**config.mk**
```make
export PLATFORM = sky130hd
export DESIGN_NAME = mc_ctrl
export DESIGN_NICKNAME = d
export VERILOG_FILES = /design/src/rtl/mc_pkg.sv /design/src/rtl/mc_wait_timer.sv /design/src/rtl/mc_ctrl.sv
export SDC_FILE = /design/constraint.sdc
export NUM_CORES = 1
export LEC_CHECK = 0
export CAP_MARGIN = 10
export CORE_MARGIN = 3
export CORE_UTILIZATION = 40
export DETAILED_ROUTE_END_ITERATION = 10
export HOLD_SLACK_MARGIN = 0.12
export PLACE_DENSITY = 0.73
export SLEW_MARGIN = 10
export SYNTH_ARGS = -nofsm -noshare
export SYNTH_HDL_FRONTEND = slang
export SYNTH_SLANG_ARGS = --single-unit
```
**constraint.sdc**
```tcl
create_clock -name clk -period 2.6 [get_ports clk]
set_input_delay 0.52 -clock clk [delete_from_list [all_inputs] [get_ports clk]]
set_output_delay 0.52 -clock clk [all_outputs]
set_load 0.01 [all_outputs]
```
**src/rtl/mc_pkg.sv**
```systemverilog
// Shared types and codes for the multicycle MIPS control unit (mc_ctrl).
package mc_pkg;

    typedef enum logic [3:0] {
        S_FETCH   = 4'd0,
        S_DECODE  = 4'd1,
        S_MEMADR  = 4'd2,
        S_MEMRD   = 4'd3,
        S_MEMWB   = 4'd4,
        S_MEMWR   = 4'd5,
        S_EXECUTE = 4'd6,
        S_ALUWB   = 4'd7,
        S_BRANCH  = 4'd8,
        S_ADDIEX  = 4'd9,
        S_ADDIWB  = 4'd10,
        S_JUMP    = 4'd11,
        S_ERROR   = 4'd12
    } state_t;

    localparam logic [5:0] OP_RTYPE = 6'b000000;
    localparam logic [5:0] OP_LW    = 6'b100011;
    localparam logic [5:0] OP_SW    = 6'b101011;
    localparam logic [5:0] OP_BEQ   = 6'b000100;
    localparam logic [5:0] OP_BNE   = 6'b000101;
    localparam logic [5:0] OP_ADDI  = 6'b001000;
    localparam logic [5:0] OP_J     = 6'b000010;

    localparam logic [1:0] ALUOP_ADD   = 2'b00;
    localparam logic [1:0] ALUOP_SUB   = 2'b01;
    localparam logic [1:0] ALUOP_FUNCT = 2'b10;
    localparam logic [1:0] ALUOP_ADDI  = 2'b11;

    localparam logic [1:0] SRCB_RT     = 2'b00;
    localparam logic [1:0] SRCB_FOUR   = 2'b01;
    localparam logic [1:0] SRCB_IMM    = 2'b10;
    localparam logic [1:0] SRCB_IMMSH  = 2'b11;

    localparam logic [1:0] PCSRC_ALU    = 2'b00;
    localparam logic [1:0] PCSRC_ALUOUT = 2'b01;
    localparam logic [1:0] PCSRC_JUMP   = 2'b10;

    // States that stall on the memory handshake and are watched by the timer.
    function automatic logic is_wait_state(state_t s);
        return (s == S_FETCH) || (s == S_MEMRD) || (s == S_MEMWR);
    endfunction

endpackage

```
**src/rtl/mc_wait_timer.sv**
```systemverilog
// Counts consecutive not-ready cycles in a memory wait state and flags the
// cycle that would exceed TIMEOUT_MAX (TIMEOUT_MAX = 0 never flags).
module mc_wait_timer #(
    parameter int TIMEOUT_MAX = 15,
    parameter int TIMEOUT_W   = 4
) (
    input  logic clk,
    input  logic rst,
    input  logic active,
    input  logic mem_ready,
    input  logic clear,
    output logic timeout_hit
);

    localparam logic [TIMEOUT_W-1:0] LIMIT = TIMEOUT_W'(TIMEOUT_MAX);

    logic [TIMEOUT_W-1:0] count;

    always_ff @(posedge clk) begin
        if (rst || clear)
            count <= '0;
        else if (active && !mem_ready)
            count <= count + TIMEOUT_W'(1);
    end

    assign timeout_hit = (TIMEOUT_MAX != 0) && active && !mem_ready && (count == LIMIT);

endmodule

```
**src/rtl/mc_ctrl.sv**
```systemverilog
// Multicycle MIPS control FSM with memory handshake, wait timeout and
// illegal-opcode pulse. Define MC_BNE_EN to decode BNE (opcode 000101).
module mc_ctrl
    import mc_pkg::*;
#(
    parameter int TIMEOUT_MAX = 15,
    parameter int TIMEOUT_W   = 4
) (
    input  logic       clk,
    input  logic       rst,
    input  logic [5:0] op,
    input  logic       mem_ready,
    output logic       mem_req,
    output logic       iord,
    output logic       memwrite,
    output logic       irwrite,
    output logic       pcwrite,
    output logic       branch,
    output logic       branch_ne,
    output logic       regdst,
    output logic       memtoreg,
    output logic       regwrite,
    output logic       alusrca,
    output logic [1:0] alusrcb,
    output logic [1:0] aluop,
    output logic [1:0] pcsrc,
    output logic       illegal,
    output logic       mem_err,
    output logic [3:0] state
);

    state_t cur, nxt;
    logic   is_bne;
    logic   timeout_hit;

    mc_wait_timer #(
        .TIMEOUT_MAX(TIMEOUT_MAX),
        .TIMEOUT_W  (TIMEOUT_W)
    ) u_timer (
        .clk        (clk),
        .rst        (rst),
        .active     (is_wait_state(cur)),
        .mem_ready  (mem_ready),
        .clear      (nxt != cur),
        .timeout_hit(timeout_hit)
    );

    // mem_ready is checked before the timeout so a late ready still completes.
    always_comb begin
        nxt     = cur;
        illegal = 1'b0;
        case (cur)
            S_FETCH:   if (mem_ready) nxt = S_DECODE; else if (timeout_hit) nxt = S_ERROR;
            S_DECODE: begin
                case (op)
                    OP_RTYPE:      nxt = S_EXECUTE;
                    OP_LW, OP_SW:  nxt = S_MEMADR;
                    OP_BEQ:        nxt = S_BRANCH;
`ifdef MC_BNE_EN
                    OP_BNE:        nxt = S_BRANCH;
`endif
                    OP_ADDI:       nxt = S_ADDIEX;
                    OP_J:          nxt = S_JUMP;
                    default: begin
                        nxt     = S_FETCH;
                        illegal = 1'b1;
                    end
                endcase
            end
            S_MEMADR:  nxt = (op == OP_SW) ? S_MEMWR : S_MEMRD;
            S_MEMRD:   if (mem_ready) nxt = S_MEMWB; else if (timeout_hit) nxt = S_ERROR;
            S_MEMWR:   if (mem_ready) nxt = S_FETCH; else if (timeout_hit) nxt = S_ERROR;
            S_EXECUTE: nxt = S_ALUWB;
            S_ADDIEX:  nxt = S_ADDIWB;
            S_ERROR:   nxt = S_ERROR;
            default:   nxt = S_FETCH;
        endcase
    end

    always_ff @(posedge clk) begin
        if (rst) begin
            cur    <= S_FETCH;
            is_bne <= 1'b0;
        end else begin
            cur <= nxt;
            if (cur == S_DECODE) begin
`ifdef MC_BNE_EN
                is_bne <= (op == OP_BNE);
`else
                is_bne <= 1'b0;
`endif
            end
        end
    end

    always_comb begin
        mem_req   = 1'b0;
        iord      = 1'b0;
        memwrite  = 1'b0;
        irwrite   = 1'b0;
        pcwrite   = 1'b0;
        branch    = 1'b0;
        branch_ne = 1'b0;
        regdst    = 1'b0;
        memtoreg  = 1'b0;
        regwrite  = 1'b0;
        alusrca   = 1'b0;
        alusrcb   = SRCB_RT;
        aluop     = ALUOP_ADD;
        pcsrc     = PCSRC_ALU;
        case (cur)
            S_FETCH: begin
                mem_req = 1'b1;
                alusrcb = SRCB_FOUR;
                irwrite = mem_ready;
                pcwrite = mem_ready;
            end
            S_DECODE:  alusrcb = SRCB_IMMSH;
            S_MEMADR: begin
                alusrca = 1'b1;
                alusrcb = SRCB_IMM;
            end
            S_MEMRD: begin
                mem_req = 1'b1;
                iord    = 1'b1;
            end
            S_MEMWB: begin
                memtoreg = 1'b1;
                regwrite = 1'b1;
            end
            S_MEMWR: begin
                mem_req  = 1'b1;
                iord     = 1'b1;
                memwrite = 1'b1;
            end
            S_EXECUTE: begin
                alusrca = 1'b1;
                aluop   = ALUOP_FUNCT;
            end
            S_ALUWB: begin
                regdst   = 1'b1;
                regwrite = 1'b1;
            end
            S_BRANCH: begin
                alusrca = 1'b1;
                aluop   = ALUOP_SUB;
                pcsrc   = PCSRC_ALUOUT;
                branch  = ~is_bne;
`ifdef MC_BNE_EN
                branch_ne = is_bne;
`endif
            end
            S_ADDIEX: begin
                alusrca = 1'b1;
                alusrcb = SRCB_IMM;
                aluop   = ALUOP_ADDI;
            end
            S_ADDIWB:  regwrite = 1'b1;
            S_JUMP: begin
                pcsrc   = PCSRC_JUMP;
                pcwrite = 1'b1;
            end
            default: ;
        endcase
    end

    assign mem_err = (cur == S_ERROR);
    assign state   = cur;

endmodule

```
==> summary.md <==
| Metric | Value |
|---|---|
| Critical path endpoint category | `output pin` |
| Initial core utilization | `around 44%` |
| DRT Pass-1 Iters | `4` |
| Non-filler cells, final | `181` |
| Post-Syn Area | `895 sq um` |
| Outcome | `complete, no violations` |
| Chip width | `about 53 um` |
| Synthesized Nets | `between 100 and 150` |
| Vias in the first global route | `roughly 960` |
| Critical path's slowest cell | `dfxtp_2` |
| CTS tree | `built` |
| Clk sinks | `8` |
| Hold-fix buffers at CTS | `0` |
| Setup CP Type | `register to output pin` |
| First-pass GRT wire length | `~4200 um` |
| Sequential fraction of the synthesis area | `approximately 18%` |
| Worst Hold Class | `register to register` |
| Pwr/cell area | `between 200 and 300 nW/um^2` |
| WP data required | `2.08 ns` |
| Largest net degree at the start of global routing | `17` |
| Worst Setup Start Kind | `register` |
| DP Cell Count | `approximately 180` |
| Final GP Congestion | `0.923` |
| Final worst slack | `between 0.15 and 0.2 ns` |
| Vias per std cell | `~5.6` |
| DR WL/cell | `approximately 14 um` |
| Syn. warnings | `0` |
| DRC Markers | `0` |
| Top delay family on crit path | `buffers and inverters` |
| WL final | `between 2000 and 2500 um` |
| Placed cell areas | `between 1000 and 1500 sq um` |
| Clk pin slew, worst setup/hold paths | `roughly 0.060 ns` |
| Post-DRT Antenna Nets | `0` |
| GRT Total Usage | `a little under a fifth` |
| Share of layout cells above drive strength 1 | `17.5%` |
| Setup TNS | `0 ns` |
| Io pins | `32` |
| HPWL reported at the end of detailed placement | `1930 um` |
| Area growth from synthesis to final layout | `43.4%` |
| Congestion Overflow GR | `0` |
| Crit share post-route | `~93%` |
| Final Hold Viols | `0` |
| Yosys reg bits | `8` |
| Synth unique cells | `between 40 and 50` |
| Post-synth ARST share | `0%` |
| Setup violators final | `0` |
| Syn Area/Cell | `~7.6 sq um` |
| Die area | `between 2000 and 3000 sq um` |
| H-tree Lvls | `1` |
| Crit path largest cell delay | `0.49 ns` |
| Hold_ws | `0.559 ns` |
| Worst Path Buf+Inv | `2` |
| Fill count | `~200` |
| Pleak | `0.500 nW` |
| Overall Power | `between 0.3 and 0.4 mW` |
| Clock latency on the worst-skew pair | `between 0.2 and 0.3 ns` |
| Net count, final | `166` |
| CTS buffer count | `3` |
| RSZ-0062 raised after global routing | `no` |
| Ys flop type | `dfxtp_1` |
| Worst Path Arrival | `approximately 1.9 ns` |
| Max_cap viols | `0` |
| Max Slew Vio Count | `0` |
| Via count | `1013` |
| Fmax | `slightly above 400 MHz` |
| Clock Tree Root | `clkbuf_4` |
| Die height | `53.3 um` |
| Maximum clock insertion buffer count | `2` |
| Design area | `about 1300 sq um` |
| Clock Skews | `0.00408 ns` |
| # rows | `16` |
| Crit path max fanout | `15` |
| Post-synth EDFFs | `0` |
| Initial detailed-routing violation count | `22` |
| Port bufs | `30` |
| Tmin final | `2.43 ns` |
| Antenna Cells | `0` |
| Initial antenna violation count | `0` |
| Worst setup slack after placement | `-0.0590 ns` |
| Total core area | `between 2000 and 2500 sq um` |
| Cells after Synth | `approximately 120` |
| Critical-path cell list | `buf_4 -> nor2_1 -> and3_1 -> or2_2 -> clkdlybuf4s50_1` |
| Peak supply drop | `about 0.00017 V` |
| Post-layout util | `between 60 and 70%` |
[sequential cells by signal, indices dropped and copies added (netlist names)]
signal         count
state              4
u_timer.count      4
[layer usage]
metal / global-route usage [%] / wire length (um) / vias up
met1: 26.3 / 1160 / 483
met3: 1.69 / 83 / 2
met2: 31.2 / 1200 / 29
met5: 0 / 0 / -
met4: 4.26 / 8 / 0
li1: - / - / 499
[worst reg2reg max path: stages (launching register included)]
cell and delay (ns):
dfxtp_1 0.40, buf_4 0.23, or3_1 0.44, o32ai_4 0.30, nand2_2 0.09, a21o_1 0.22, nor4_1 0.23
[layout make-up]
type	instances	area [sq um]	area share, %
tap	27	33.8	2.63
multi-input combinational	96	657	51.2
sequential	8	164	12.8
timing repair buffer	42	387	30.1
inverter	5	18.8	1.46
clock buffer	3	22.5	1.76
[final timing paths]
kind | startpoint | endpoint | slack (ns) | cells after the start
setup / recovery | state[2]$_SDFF_PP0_ | pcwrite | 0.17 | 5
setup reg to reg | state[1]$_SDFF_PP0_ | u_timer.count[1]$_SDFFE_PP0P_ | 0.59 | 6
hold reg to reg | u_timer.count[1]$_SDFFE_PP0P_ | u_timer.count[1]$_SDFFE_PP0P_ | 0.56 | 2
hold / removal | u_timer.count[1]$_SDFFE_PP0P_ | u_timer.count[1]$_SDFFE_PP0P_ | 0.56 | 2
[cell families (layout without fill, tap and decap cells)]
kind of cell | count (synthesis) | in the layout | share of synthesized area (%)
AOI/OAI and AO/OA | 32 | 32 | 28.5
and+or+nand+nor | 53 | 53 | 33.1
other | 1 | 1 | 0.419
buffers and inverters | 14 | 50 | 8.67
DFF | 8 | 8 | 17.9
muxes | 2 | 2 | 2.24
xor gates and xnor gates | 7 | 7 | 7.69
adders and majority gates | 1 | 1 | 1.40
[placed cells by master, fill, tap and decap left out, types with 2 or more instances in the layout]
| cell type | n |
|---|---|
| dfxtp_2 | 3 |
| dlygate4sd2_1 | 3 |
| nor4_1 | 3 |
| buf_4 | 12 |
| o21ai_0 | 6 |
| clkdlybuf4s50_1 | 27 |
| nor2_1 | 13 |
| xnor2_1 | 3 |
| inv_1 | 5 |
| o21a_1 | 2 |
| xor2_1 | 3 |
| clkbuf_4 | 3 |
| a31oi_1 | 3 |
| nand2_1 | 5 |
| nor3_1 | 6 |
| or2_2 | 2 |
| dfxtp_1 | 5 |
| mux2i_1 | 2 |
| a21o_1 | 3 |
| and3_1 | 3 |
| a21oi_1 | 4 |
| o211ai_1 | 3 |
| nand3_1 | 9 |
| nand2b_1 | 3 |
[synth_stat cells, types with 3 or more instances]
master / number / area share (%)
nor3_1: 6 / 3.4
nor2_1: 13 / 5.5
nand2b_1: 3 / 2.1
xnor2_1: 3 / 2.9
a21o_1: 3 / 2.5
dfxtp_1: 8 / 18
xor2_1: 3 / 2.9
inv_1: 5 / 2.1
and3_1: 3 / 2.1
o21ai_0: 6 / 3.4
nor4_1: 3 / 2.1
clkbuf_1: 3 / 1.3
o211ai_1: 3 / 2.5
a21oi_1: 4 / 2.2
a31oi_1: 3 / 2.1
nand3_1: 9 / 5.0
nand2_1: 5 / 2.1
[report_power, final]
part / internal (mW) / switching (mW) / total, mW
combinational: 0.0633 / 0.0586 / 0.122
sequential: 0.126 / 0.00803 / 0.134
clock: 0.0531 / 0.0455 / 0.0985
[timing repair]
item                       CTS  global route
setup endpoints to repair    3             2
resized for setup            4             2
buffers inserted             0             0
(Power assumes the default switching activity.)
